<file path="config.mk">
export PLATFORM = sky130hd
export DESIGN_NAME = tl_sram_bridge_flat
export DESIGN_NICKNAME = d
export VERILOG_FILES = /design/src/rtl/tl_sram_bridge_if.sv /design/src/rtl/tl_sram_bridge.sv /design/src/flat_wrapper.sv
export SDC_FILE = /design/constraint.sdc
export NUM_CORES = 1
export LEC_CHECK = 0
export CAP_MARGIN = 20
export CORE_AREA = 2 2 152 154
export CTS_BUF_LIST = sky130_fd_sc_hd__clkbuf_2 sky130_fd_sc_hd__clkbuf_4 sky130_fd_sc_hd__clkbuf_8
export DETAILED_ROUTE_END_ITERATION = 8
export DIE_AREA = 0 0 154 156
export PLACE_DENSITY = 0.63
export SETUP_SLACK_MARGIN = 0.05
export SLEW_MARGIN = 10
export SYNTH_ARGS = -nofsm -noshare
export SYNTH_HDL_FRONTEND = slang
export SYNTH_SLANG_ARGS = --single-unit
</file>
<file path="constraint.sdc">
create_clock -name clk -period 3.55 [get_ports clk]
set_input_delay 0.71 -clock clk [delete_from_list [all_inputs] [get_ports clk]]
set_output_delay 0.71 -clock clk [all_outputs]
set_load 0.1 [all_outputs]
</file>
<file path="src/rtl/tl_sram_bridge_if.sv">
// TileLink-UL A/D channel bundle between the crossbar slave port and the SRAM bridge.
interface tl_sram_bridge_if;
  logic [2:0]  a_opcode;
  logic [2:0]  a_param;
  logic [2:0]  a_size;
  logic [3:0]  a_source;
  logic [63:0] a_address;
  logic [7:0]  a_mask;
  logic [63:0] a_data;
  logic        a_corrupt;
  logic        a_valid;
  logic        a_ready;

  logic [2:0]  d_opcode;
  logic [1:0]  d_param;
  logic [2:0]  d_size;
  logic [3:0]  d_source;
  logic [5:0]  d_sink;
  logic        d_denied;
  logic [63:0] d_data;
  logic        d_corrupt;
  logic        d_valid;
  logic        d_ready;

  modport master (
    output a_opcode, a_param, a_size, a_source, a_address, a_mask, a_data, a_corrupt, a_valid,
    input  a_ready,
    input  d_opcode, d_param, d_size, d_source, d_sink, d_denied, d_data, d_corrupt, d_valid,
    output d_ready
  );

  modport slave (
    input  a_opcode, a_param, a_size, a_source, a_address, a_mask, a_data, a_corrupt, a_valid,
    output a_ready,
    output d_opcode, d_param, d_size, d_source, d_sink, d_denied, d_data, d_corrupt, d_valid,
    input  d_ready
  );
endinterface

</file>
<file path="src/rtl/tl_sram_bridge.sv">
// TileLink-UL slave endpoint: single-beat Get/Put onto a synchronous single-port SRAM,
// one transaction outstanding, AccessAck/AccessAckData returned on the D channel.
module tl_sram_bridge #(
  parameter int unsigned ADDR_WIDTH = 10,
  parameter logic [5:0]  SINK_ID    = 6'd0
) (
  input  logic                  clk,
  input  logic                  rst_n,
  tl_sram_bridge_if.slave       tl,
  output logic                  mem_en,
  output logic                  mem_we,
  output logic [ADDR_WIDTH-1:0] mem_addr,
  output logic [7:0]            mem_wmask,
  output logic [63:0]           mem_wdata,
  input  logic [63:0]           mem_rdata
);

  localparam int unsigned WORD_LSB = 3;
  localparam int unsigned ADDR_TOP = ADDR_WIDTH + WORD_LSB;

  typedef enum logic [1:0] {IDLE, READ, RESP} state_t;

  state_t      state;
  logic        accept_c;
  logic        is_get_c;
  logic        is_put_c;
  logic        deny_c;
  logic [2:0]  align_mask_c;
  logic        unused_a;

  assign unused_a    = ^{tl.a_param, tl.a_corrupt};
  assign tl.d_param  = 2'd0;
  assign tl.d_sink   = SINK_ID;

  // Request decode and the SRAM strobe, both valid only in the accept cycle
  always_comb begin
    accept_c     = tl.a_valid & tl.a_ready;
    is_get_c     = (tl.a_opcode == 3'd4);
    is_put_c     = (tl.a_opcode == 3'd0) | (tl.a_opcode == 3'd1);
    case (tl.a_size)
      3'd0:    align_mask_c = 3'd0;
      3'd1:    align_mask_c = 3'd1;
      3'd2:    align_mask_c = 3'd3;
      default: align_mask_c = 3'd7;
    endcase
    deny_c = ~(is_get_c | is_put_c)
           | (tl.a_size > 3'd3)
           | (|(tl.a_address[2:0] & align_mask_c))
           | (|tl.a_address[63:ADDR_TOP]);

    mem_en    = accept_c & ~deny_c;
    mem_we    = mem_en & is_put_c;
    mem_addr  = mem_en ? tl.a_address[ADDR_TOP-1:WORD_LSB] : '0;
    mem_wmask = mem_we ? tl.a_mask : 8'd0;
    mem_wdata = mem_we ? tl.a_data : 64'd0;
  end

  // a_ready is re-armed one cycle after the D handshake, giving 3/4-cycle accept spacing
  always_ff @(posedge clk or negedge rst_n) begin
    if (!rst_n) begin
      state        <= IDLE;
      tl.a_ready   <= 1'b1;
      tl.d_opcode  <= 3'd0;
      tl.d_size    <= 3'd0;
      tl.d_source  <= 4'd0;
      tl.d_denied  <= 1'b0;
      tl.d_data    <= 64'd0;
      tl.d_corrupt <= 1'b0;
      tl.d_valid   <= 1'b0;
    end else begin
      case (state)
        IDLE: begin
          if (!tl.a_ready) begin
            tl.a_ready <= 1'b1;
          end else if (tl.a_valid) begin
            tl.a_ready  <= 1'b0;
            tl.d_size   <= tl.a_size;
            tl.d_source <= tl.a_source;
            tl.d_data   <= 64'd0;
            if (deny_c) begin
              state        <= RESP;
              tl.d_valid   <= 1'b1;
              tl.d_denied  <= 1'b1;
              tl.d_opcode  <= is_get_c ? 3'd1 : 3'd0;
              tl.d_corrupt <= is_get_c;
            end else if (is_put_c) begin
              state       <= RESP;
              tl.d_valid  <= 1'b1;
              tl.d_opcode <= 3'd0;
            end else begin
              state <= READ;
            end
          end
        end
        READ: begin
          state       <= RESP;
          tl.d_data   <= mem_rdata;
          tl.d_opcode <= 3'd1;
          tl.d_valid  <= 1'b1;
        end
        RESP: begin
          if (tl.d_ready) begin
            state        <= IDLE;
            tl.d_opcode  <= 3'd0;
            tl.d_size    <= 3'd0;
            tl.d_source  <= 4'd0;
            tl.d_denied  <= 1'b0;
            tl.d_data    <= 64'd0;
            tl.d_corrupt <= 1'b0;
            tl.d_valid   <= 1'b0;
          end
        end
        default: state <= IDLE;
      endcase
    end
  end

endmodule

</file>
<file path="src/flat_wrapper.sv">
// flat-port wrapper written by rule: the top's interface ports become plain ports
module tl_sram_bridge_flat 
#(
  parameter int unsigned ADDR_WIDTH = 10,
  parameter logic [5:0]  SINK_ID    = 6'd0
)
  (clk, rst_n, mem_en, mem_we, mem_addr, mem_wmask, mem_wdata, mem_rdata, tl_a_opcode, tl_a_param, tl_a_size, tl_a_source, tl_a_address, tl_a_mask, tl_a_data, tl_a_corrupt, tl_a_valid, tl_a_ready, tl_d_opcode, tl_d_param, tl_d_size, tl_d_source, tl_d_sink, tl_d_denied, tl_d_data, tl_d_corrupt, tl_d_valid, tl_d_ready);
  tl_sram_bridge_if tl_i ();
  input  logic clk;
  input  logic rst_n;
  output logic mem_en;
  output logic mem_we;
  output logic [ADDR_WIDTH-1:0] mem_addr;
  output logic [7:0] mem_wmask;
  output logic [63:0] mem_wdata;
  input  logic [63:0] mem_rdata;
  input wire logic [$bits(tl_i.a_opcode)-1:0] tl_a_opcode;
  input wire logic [$bits(tl_i.a_param)-1:0] tl_a_param;
  input wire logic [$bits(tl_i.a_size)-1:0] tl_a_size;
  input wire logic [$bits(tl_i.a_source)-1:0] tl_a_source;
  input wire logic [$bits(tl_i.a_address)-1:0] tl_a_address;
  input wire logic [$bits(tl_i.a_mask)-1:0] tl_a_mask;
  input wire logic [$bits(tl_i.a_data)-1:0] tl_a_data;
  input wire logic [$bits(tl_i.a_corrupt)-1:0] tl_a_corrupt;
  input wire logic [$bits(tl_i.a_valid)-1:0] tl_a_valid;
  output wire logic [$bits(tl_i.a_ready)-1:0] tl_a_ready;
  output wire logic [$bits(tl_i.d_opcode)-1:0] tl_d_opcode;
  output wire logic [$bits(tl_i.d_param)-1:0] tl_d_param;
  output wire logic [$bits(tl_i.d_size)-1:0] tl_d_size;
  output wire logic [$bits(tl_i.d_source)-1:0] tl_d_source;
  output wire logic [$bits(tl_i.d_sink)-1:0] tl_d_sink;
  output wire logic [$bits(tl_i.d_denied)-1:0] tl_d_denied;
  output wire logic [$bits(tl_i.d_data)-1:0] tl_d_data;
  output wire logic [$bits(tl_i.d_corrupt)-1:0] tl_d_corrupt;
  output wire logic [$bits(tl_i.d_valid)-1:0] tl_d_valid;
  input wire logic [$bits(tl_i.d_ready)-1:0] tl_d_ready;
  assign tl_i.a_opcode = tl_a_opcode;
  assign tl_i.a_param = tl_a_param;
  assign tl_i.a_size = tl_a_size;
  assign tl_i.a_source = tl_a_source;
  assign tl_i.a_address = tl_a_address;
  assign tl_i.a_mask = tl_a_mask;
  assign tl_i.a_data = tl_a_data;
  assign tl_i.a_corrupt = tl_a_corrupt;
  assign tl_i.a_valid = tl_a_valid;
  assign tl_a_ready = tl_i.a_ready;
  assign tl_d_opcode = tl_i.d_opcode;
  assign tl_d_param = tl_i.d_param;
  assign tl_d_size = tl_i.d_size;
  assign tl_d_source = tl_i.d_source;
  assign tl_d_sink = tl_i.d_sink;
  assign tl_d_denied = tl_i.d_denied;
  assign tl_d_data = tl_i.d_data;
  assign tl_d_corrupt = tl_i.d_corrupt;
  assign tl_d_valid = tl_i.d_valid;
  assign tl_i.d_ready = tl_d_ready;
  tl_sram_bridge #(.ADDR_WIDTH(ADDR_WIDTH), .SINK_ID(SINK_ID)) u_core (.clk(clk), .rst_n(rst_n), .tl(tl_i), .mem_en(mem_en), .mem_we(mem_we), .mem_addr(mem_addr), .mem_wmask(mem_wmask), .mem_wdata(mem_wdata), .mem_rdata(mem_rdata));
endmodule
</file>
==> flow_summary_export.csv, run 1 <==
group,metric,value,unit
clocking,clkLatencyLatePin,350,ps
flow_run,cap_viol_max_count,0,
global_routing,grt_pass1_vias,4965,
clocking,numCtsBuffers,9,
power_and_ir_drop,total_power,3010,uW
sta,holdWs,340.8,ps
critical_path,crit_slowest_cell,"or4_4",
route,wirelength,20.92,mm
final_layout,finish.net_count,1086,
logic_synthesis,synth_cells,481,
place,io_buffers,373,
floorplan,start_util,0.1789,
logic_synthesis,ys_top_cells_by_count,"nand2_1 (133), and2_1 (82), dfrtp_1 (77)",
route,avgRoutedWirePerCell,18.03,um
route,drcViolationCount,0,
logic_synthesis,async_flop_share,1.000,
global_routing,grt_pass1_wl,30.87,mm
power_and_ir_drop,vdd_drop_max,0.0001983,V
critical_path,crit_fanout,18,
clocking,clock-sinks,78,
critical_path,critical_path.top_delay_family,"simple AND/OR/NAND/NOR gates",
critical_path,r2r-start,"u_core.state[0]$_DFFE_PN0P_",
route,drt.antenna.violating_nets,0,
logic_synthesis,syn_avg_cell_area,8.316,um2
clocking,cts_tree,"yes",
logic_synthesis,synth_edf_count,0,
route,avgViaCountPerCell,4.149,
logic_synthesis,synthFlopType,"dfrtp_1",
place,dp_slack,-460.6,ps
final_layout,final-seq-area,1953,um2
sta,rsz0062_at_grt,"yes",
logic_synthesis,synth.most_common_cell,"nand2_1",
sta,max_slew.worst_pin.slew,1024,ps
logic_synthesis,synth_cell_type_count,33,
clocking,clk_pin_slew,90,ps
logic_synthesis,synth_top_area_cell,"dfrtp_1",
critical_path,max_stage_delay,450,ps
floorplan,core_area,22370,um2
logic_synthesis,ys_ff_latch,78,
critical_path,startpoint,"tl_a_address[28]",
sta,final_hold_viol_count,0,
route,vias,4813,
sta,finClkSkew,15.78,ps
logic_synthesis,synth-seq-area-share,0.4883,
global_routing,antenna_found_initial,7,
floorplan,chipWidth,154,um
route,drt_iter0_markers,192,
sta,slew_headroom,0.3152,
final_layout,multi_input_area,2142,um2
logic_synthesis,synth_area_leaders,"dfrtp_1 (48%), and2_1 (13%), nand2_1 (12%)",
critical_path,crit_path_start_kind,"input pin",
final_layout,fillers,2146,
critical_path,crit_buf_inv,6,
logic_synthesis,netlist_area,4000,um2
global_routing,overflow,0,
critical_path,cp.arrival,2800,ps
place,dpl.hpwl,15.66,mm
sta,fin_crit_sh,0.9900,
clocking,cts_hold_buf,0,
critical_path,cp-end-kind,"primary output",
sta,finalSetupViolCount,0,
route,firstDrtPassIters,4,
floorplan,io_pins,388,
sta,post-route-min-period,3515,ps
run_status,status,"finished clean",
logic_synthesis,yosysTopAreaCellShare,0.4817,
floorplan,num_rows,55,
place,gp_congestion,0.7902,
sta,worst_slack,35.41,ps
power_and_ir_drop,p_leak,0.004324,uW
clocking,cts_buffer_depth,2,
sta,drv_slew,0,
global_routing,grt_start_max_net_pins,79,
clocking,cts-root-buf,"clkbuf_8",
global_routing,grtUsageTotal,0.1701,
critical_path,worstSetupPathType,"in2out",
floorplan,dieArea,24020,um2
final_layout,drive_gt1_frac,0.3003,
floorplan,die_h,156,um
critical_path,required,2840,ps
critical_path,worstPathCellList,"buf_6 -> nor4_4 -> buf_4 -> nand4_1 -> or4_4 -> nor4b_4 -> buf_6 -> buf_4 -> buf_16 -> and2_2 -> buf_12",
hold_path,hold_class,"in2async",
sta,fmax,0.2845,GHz
final_layout,area_growth,143.0,%
clocking,htreeDepth,3,
power_and_ir_drop,pwr_density_cell,309.7,nW/um2
logic_synthesis,ys_warn_count,0,
[placed cells by master, fill, tap and decap left out, types with 3 or more instances in the layout]
master           instances
buf_6                   11
diode_2                  6
nand2_1                133
nor4_2                   7
dlygate4sd2_1           13
nand4_1                  3
buf_12                  92
and2_2                  14
o21ai_0                 13
nor2_1                   5
clkdlybuf4s15_1         11
buf_4                   16
conb_1                  10
inv_1                   11
and2_4                  67
nor4_4                   3
nand3_1                 72
buf_2                   10
ha_1                     3
clkdlybuf4s50_1        241
dfrtp_1                 77
clkbuf_16                3
clkbuf_8                10
buf_16                   5
nor4_1                   3
[final cells by class]
type                            count  share of cell area
Sequential cell                    78              0.2010
Tap cell                          285             0.03669
Clock inverter                      4            0.004892
Inverter                           12            0.004634
Multi-Input combinational cell    359              0.2204
Antenna cell                        6            0.001545
Clock buffer                       12             0.01571
Timing Repair Buffer              404              0.5152
[cell families (layout without fill, tap and decap cells)]
kind of cell / count (synthesis) / after routing / synth area share
fa+ha+maj: 4 / 4 / 0.01251
flops: 78 / 78 / 0.4883
mux: 2 / 2 / 0.005630
simple gates: 319 / 319 / 0.3938
other cells: 1 / 16 / 0.0009375
compound gates: 24 / 24 / 0.03659
buf+inv: 53 / 432 / 0.06224
[where the power goes]
group / switching, uW / total (uW) / internal [uW]
sequential: 30.4 / 978 / 947
clock: 340 / 699 / 359
combinational: 903 / 1330 / 431
total: 1270 / 3010 / 1740
[final timing paths]
kind	to	slack [ps]	cells past startpoint
setup / recovery	mem_wdata[42]	40	11
hold / removal	u_core.tl.d_data[62]$_DFFE_PN0P_	340	1
min in group clk	u_core.tl.d_data[63]$_DFFE_PN0P_	470	2
setup reg to reg	u_core.tl.d_data[13]$_DFFE_PN0P_	830	8
hold reg to reg	u_core.tl.d_data[63]$_DFFE_PN0P_	470	2
max in group asynchronous	u_core.tl.d_data[48]$_DFFE_PN0P_	2590	2
[flip-flops by register name, summed over array words and instances, names as in the netlist, 2 cells and up]
name	cells
u_core.tl.d_source	4
u_core.tl.d_data	64
u_core.tl.d_size	3
u_core.state	2
[timing repair]
item | in CTS | in global routing
hold endpoints to repair | 0 | 0
gates cloned | 6 | 4
resized for setup | 162 | 30
setup buffers | 3 | 2
setup endpoints to repair | 84 | 84
pin swaps | 27 | 20
[through the flow]
stage               instance area, um2  std cells  setup TNS (ps)    util
floorplan                         4160        490          -420.4       -
global placement                  9051       1122          -39170  0.4047
detailed placement                9051       1122          -36360  0.4047
CTS                               9527       1147          -412.3  0.4260
global route                      9717       1159           -3565  0.4345
finish                            9719       1160               0  0.4346
[per-layer routing]
layer  GRT usage  up-vias  share of wire  wire length [um]
met5           0        -        0.00062                13
met4     0.05073        2          0.013               280
met3     0.07917       15           0.10              2193
met2      0.2983      218           0.52             10890
met1      0.1832     2260           0.36              7537
li1            -     2318              -                 -
No activity file was read; power rests on OpenSTA's default activity.
==> run 2: changes to the inputs <==
- GPL_TIMING_DRIVEN: not set -> 0
==> run 2 against run 1 <==
Effect of this change: the run now ends with setup timing left; core utilization down 0.78 points; clock-buffer cell count up 1; hold slack worse by 36 ps; critical path depth down 2; clock power up 4.4%; register-to-register slack worse by 250 ps.
==> flow_summary_export.csv, run 2 (synthesized netlist as in run 1, its figures left out) <==
group,metric,value,unit
run_status,status,"complete, but fails checks",
run_status,violations,"setup timing",
route,wl_met2,10.36,mm
sta,holdWs,304.9,ps
global_routing,overflow,0,
floorplan,num_rows,55,
route,highest_layer,"met4",
sta,post-route-min-period,3566,ps
critical_path,crit_slowest_cell,"or4_4",
clocking,clkLatencyLatePin,350,ps
route,avgViaCountPerCell,4.181,
critical_path,cp-end-kind,"primary output",
flow_run,cap_viol_max_count,0,
sta,finalSetupViolCount,11,
global_routing,grt_start_max_net_pins,49,
final_layout,fin_util,0.4267,
critical_path,required,2840,ps
critical_path,max_stage_delay,550,ps
global_routing,grt_pass1_wl,31.33,mm
sta,fin_crit_sh,1.004,
route,drcViolationCount,0,
critical_path,crit_path_start_kind,"input pin",
clocking,cts_tree,"yes",
final_layout,mostFrequentLayoutCells,"clkdlybuf4s50_1 (244), nand2_1 (133), and2_4 (79)",
critical_path,r2r-start,"u_core.state[0]$_DFFE_PN0P_",
route,drt_iter0_markers,125,
floorplan,core_area,22370,um2
floorplan,dieArea,24020,um2
route,firstDrtPassIters,4,
sta,finClkSkew,13.70,ps
critical_path,startpoint,"tl_a_address[34]",
power_and_ir_drop,vdd_drop_max,0.0002130,V
sta,slew_headroom,0.2789,
place,placed_cells,1149,
clocking,clk_pin_slew,80,ps
power_and_ir_drop,pwr_density_cell,315.8,nW/um2
hold_path,hold_class,"in2async",
place,io_buffers,373,
critical_path,cp.arrival,2860,ps
place,gp_congestion,0.8732,
global_routing,antenna_found_initial,3,
floorplan,chipWidth,154,um
critical_path,cpMostUsedCell,"buf_6",
floorplan,io_pins,388,
global_routing,grt_pass1_vias,5307,
route,wirelength,21.10,mm
place,dpl.hpwl,16.44,mm
critical_path,critical_path.top_delay_family,"simple AND/OR/NAND/NOR gates",
floorplan,die_h,156,um
global_routing,grtUsageTotal,0.1713,
final_layout,regMostFlops,"u_core.tl.d_data",
final_layout,area_growth,138.6,%
clocking,clock-sinks,78,
final_layout,finish.net_count,1109,
clocking,cts-root-buf,"clkbuf_8",
route,wl_met1,7.762,mm
sta,timing.setup.tns,-67.17,ps
critical_path,crit_buf_inv,4,
clocking,htreeDepth,3,
critical_path,worstSetupPathType,"in2out",
clocking,cts_buffer_depth,2,
sta,max_slew.worst_pin.slew,1078,ps
power_and_ir_drop,p_leak,0.004304,uW
route,avgRoutedWirePerCell,17.88,um
clocking,numCtsBuffers,9,
sta,fmax,0.2804,GHz
place,dp_slack,-1897,ps
sta,worst_slack,-15.81,ps
sta,final_hold_viol_count,0,
final_layout,layout_commonest_cell,"clkdlybuf4s50_1",
final_layout,drive_gt1_frac,0.2926,
final_layout,largest_reg_flops,64,
route,vias,4933,
critical_path,crit_fanout,8,
route,drt.antenna.violating_nets,0,
critical_path,worstPathCellList,"clkdlybuf4s15_1 -> nor4_4 -> nand4_1 -> or4_4 -> nor4b_4 -> buf_6 -> buf_6 -> and2_4 -> buf_12",
floorplan,start_util,0.1789,
route,dr_wl_met3,2.318,mm
sta,drv_slew,0,
final_layout,final_cells,1180,
sta,rsz0062_at_grt,"yes",
final_layout,top_regs,"u_core.tl.d_data x64, u_core.tl.d_source x4, u_core.tl.d_size x3",
## run 2: changes by cell type in the layout (fill, tap and decap cells not counted), sizes merged
cell           change
clkbuf            +18
buf               +14
dlygate4sd2        -9
clkdlybuf4s50      +3
diode              -3
clkdlybuf4s15      -2
clkinv             -1
## run 2: power by group
group	leakage, uW	internal [uW]	switching, uW	total, uW
Clock	0.000109	390	340	730
Sequential	0.00107	947	30.4	978
Combinational	0.00312	397	910	1310
## run 2: per-layer routing
layer,up-vias,global-route usage
met5,-,0
met4,0,0.06854
li1,2357,-
met2,248,0.2964
met3,34,0.08361
met1,2294,0.1787
## run 2: repair_timing
| action | CTS | global route |
|---|---|---|
| endpoints found under the setup margin | 84 | 83 |
| resized for setup | 950 | 34 |
| hold buffers | 0 | 0 |
| pin swaps | 81 | 12 |
| buffers inserted | 6 | 0 |
| hold endpoints to repair | 0 | 0 |
| cloned | 7 | 0 |
## run 2: path summary, 6_finish.rpt
check	slack (ps)	to	depth (start not counted)
setup / recovery	-20	mem_wmask[5]	9
hold / removal	300	u_core.tl.d_data[31]$_DFFE_PN0P_	1
setup reg to reg	580	u_core.tl.d_data[14]$_DFFE_PN0P_	9
hold reg to reg	470	u_core.tl.d_data[15]$_DFFE_PN0P_	2
max in group asynchronous	2650	u_core.tl.d_data[45]$_DFFE_PN0P_	2
min in group clk	470	u_core.tl.d_data[15]$_DFFE_PN0P_	2
## run 2: stage by stage
stage / power [uW] / area [um2]
6_report: 3014 / 9544
5_1_grt: 3178 / 9544
4_1_cts: 3060 / 9533
3_5_place_dp: 2313 / 8275
3_3_place_gp: 2303 / 8250
2_1_floorplan: 1774 / 4160
## run 2: layout make-up
| class | instances | area (um2) |
|---|---|---|
| multi-input combinational | 359 | 2136 |
| inverter | 12 | 45.04 |
| clock buffer | 13 | 172.7 |
| tap | 285 | 356.6 |
| sequential | 78 | 1953 |
| antenna | 3 | 7.507 |
| timing repair buffer | 387 | 4558 |
| clock inverter | 3 | 42.54 |
| fill | 2173 | 12820 |
| buffer | 40 | 272.8 |
==> run 3: changes to the inputs <==
- clock period: 3.55 -> 3.3 ns (I/O delays scaled with it)
==> run 3 against run 2 <==
Effect of this change: the run still ends with setup timing left; first-iteration DRC count rose by 30%; via count fell by 1.4%; register-to-register slack got worse by 290 ps; critical endpoint is now mem_wmask[7].
==> flow_summary_export.csv, run 3 (synthesized netlist as in run 1, its figures left out) <==
group,metric,value,unit
sta,fin_crit_sh,1.080,
final_layout,finish.net_count,1119,
floorplan,core_area,22370,um2
power_and_ir_drop,seq_power_share,0.320,
final_layout,regMostFlops,"u_core.tl.d_data",
clocking,clk_pin_slew,90,ps
route,firstDrtPassIters,4,
clocking,numCtsBuffers,9,
critical_path,worstSetupPathType,"in2out",
route,avgRoutedWirePerCell,17.50,um
power_and_ir_drop,vdd_drop_max,0.0001976,V
final_layout,top_regs,"u_core.tl.d_data x64, u_core.tl.d_source x4, u_core.tl.d_size x3",
route,vias,4866,
place,dp_slack,-2093,ps
clocking,clkLatencyLatePin,350,ps
floorplan,start_util,0.1789,
power_and_ir_drop,p_leak,0.004438,uW
global_routing,grt_start_max_net_pins,48,
sta,worst_slack,-263.6,ps
final_layout,area_growth,148.0,%
power_and_ir_drop,p_sw_frac,0.4236,
global_routing,met1_usage,0.1885,
global_routing,grt.busiest_layer,"met2",
sta,holdWs,245.9,ps
final_layout,largest_reg_flops,64,
sta,slew_headroom,0.2833,
clocking,cts-root-buf,"clkbuf_8",
floorplan,io_pins,388,
final_layout,layout_commonest_cell,"clkdlybuf4s50_1",
sta,post-route-min-period,3564,ps
route,drt_iter0_markers,163,
floorplan,num_rows,55,
power_and_ir_drop,p_clk_frac,0.253,
global_routing,grt_pass1_vias,5088,
place,dpl.hpwl,15.74,mm
sta,finClkSkew,8.968,ps
critical_path,cp-end-kind,"primary output",
sta,fmax,0.2806,GHz
sta,drv_slew,0,
global_routing,antenna_found_initial,2,
run_status,status,"complete, but fails checks",
floorplan,dieArea,24020,um2
critical_path,crit_path_start_kind,"input pin",
power_and_ir_drop,pwr-share-comb,0.427,
clocking,clock-sinks,78,
floorplan,die_h,156,um
sta,rsz0062_at_grt,"yes",
sta,finalSetupViolCount,84,
global_routing,met3_usage,0.05333,
power_and_ir_drop,pwr_density_cell,331.6,nW/um2
route,drcViolationCount,0,
sta,final_hold_viol_count,0,
global_routing,grtUsageTotal,0.1660,
global_routing,overflow,0,
route,wirelength,20.79,mm
route,avgViaCountPerCell,4.096,
power_and_ir_drop,p_switching,1393,uW
clocking,cts_tree,"yes",
clocking,htreeDepth,3,
clocking,cts_hold_buf,0,
power_and_ir_drop,p_int,1896,uW
global_routing,grtUsageMet2,0.2970,
place,io_buffers,373,
final_layout,mostFrequentLayoutCells,"clkdlybuf4s50_1 (244), nand2_1 (133), buf_12 (86)",
critical_path,cp.arrival,2900,ps
critical_path,required,2640,ps
run_status,violations,"setup timing",
critical_path,crit_fanout,6,
flow_run,cap_viol_max_count,0,
hold_path,hold_class,"in2async",
critical_path,ff2ff_setup_slack,290,ps
global_routing,grt_pass1_wl,30.30,mm
place,gp_congestion,0.8176,
final_layout,drive_gt1_frac,0.3004,
sta,max_slew.worst_pin.slew,1072,ps
clocking,cts_buffer_depth,2,
route,drt.antenna.violating_nets,0,
floorplan,chipWidth,154,um
sta,timing.setup.tns,-16940,ps
-- run 3: critical path: stages --
cell     delay [ps]
buf_8           110
nor4_4          260
nand4_1         170
or4_4           580
nor4b_4         320
buf_4           190
buf_16          130
buf_6           100
buf_6            80
and2_4          140
buf_12          170
-- run 3: per-stage QoR --
| step | power [uW] | area (um2) | instances | util |
|---|---|---|---|---|
| floorplan | 1909 | 4293 | 490 | - |
| global placement | 2491 | 8383 | 1148 | 0.3748 |
| detailed placement | 2494 | 8408 | 1149 | 0.3759 |
| CTS | 3338 | 9891 | 1186 | 0.4422 |
| global route | 3467 | 9921 | 1188 | 0.4436 |
| finish | 3289 | 9921 | 1188 | 0.4436 |
-- run 3: power groups by stage --
stage	Clock, uW	Combinational, uW	Sequential (uW)
finish	833	1410	1050
floorplan	0	466	1440
global route	898	1510	1060
global placement	0	1420	1070
CTS	865	1420	1050
detailed placement	0	1420	1070
-- run 3: cell type report --
cell class	instances	area [um2]
well taps	285	356.6
repair buffers	397	4865
inverters	12	45.04
clock buffers	10	137.6
plain buffers	40	336.6
multi-input cells	359	2132
diodes	1	2.502
fillers	2095	12440
flip-flops and latches	78	1953
clock inverters	6	92.59
-- run 3: final timing paths --
kind	from	endpoint	depth (start not counted)
hold reg to reg	u_core.tl.d_data[63]$_DFFE_PN0P_	u_core.tl.d_data[63]$_DFFE_PN0P_	2
hold / removal	rst_n	u_core.tl.d_data[46]$_DFFE_PN0P_	1
setup / recovery	tl_a_size[2]	mem_wmask[7]	11
min in group clk	u_core.tl.d_data[63]$_DFFE_PN0P_	u_core.tl.d_data[63]$_DFFE_PN0P_	2
setup reg to reg	u_core.state[0]$_DFFE_PN0P_	u_core.tl.d_data[16]$_DFFE_PN0P_	9
max in group asynchronous	rst_n	u_core.tl.d_data[33]$_DFFE_PN0P_	2
-- run 3: what timing repair did --
action,4_1_cts,5_1_grt
cloned,10,0
resized for setup,908,21
setup endpoints to repair,84,144
setup buffers,11,3
pin swaps,29,9
-- run 3: per-layer routing --
metal,share of wire,wire (um)
met1,0.38,7867
met2,0.53,10930
met3,0.077,1607
met4,0.018,366
met5,0.00077,16
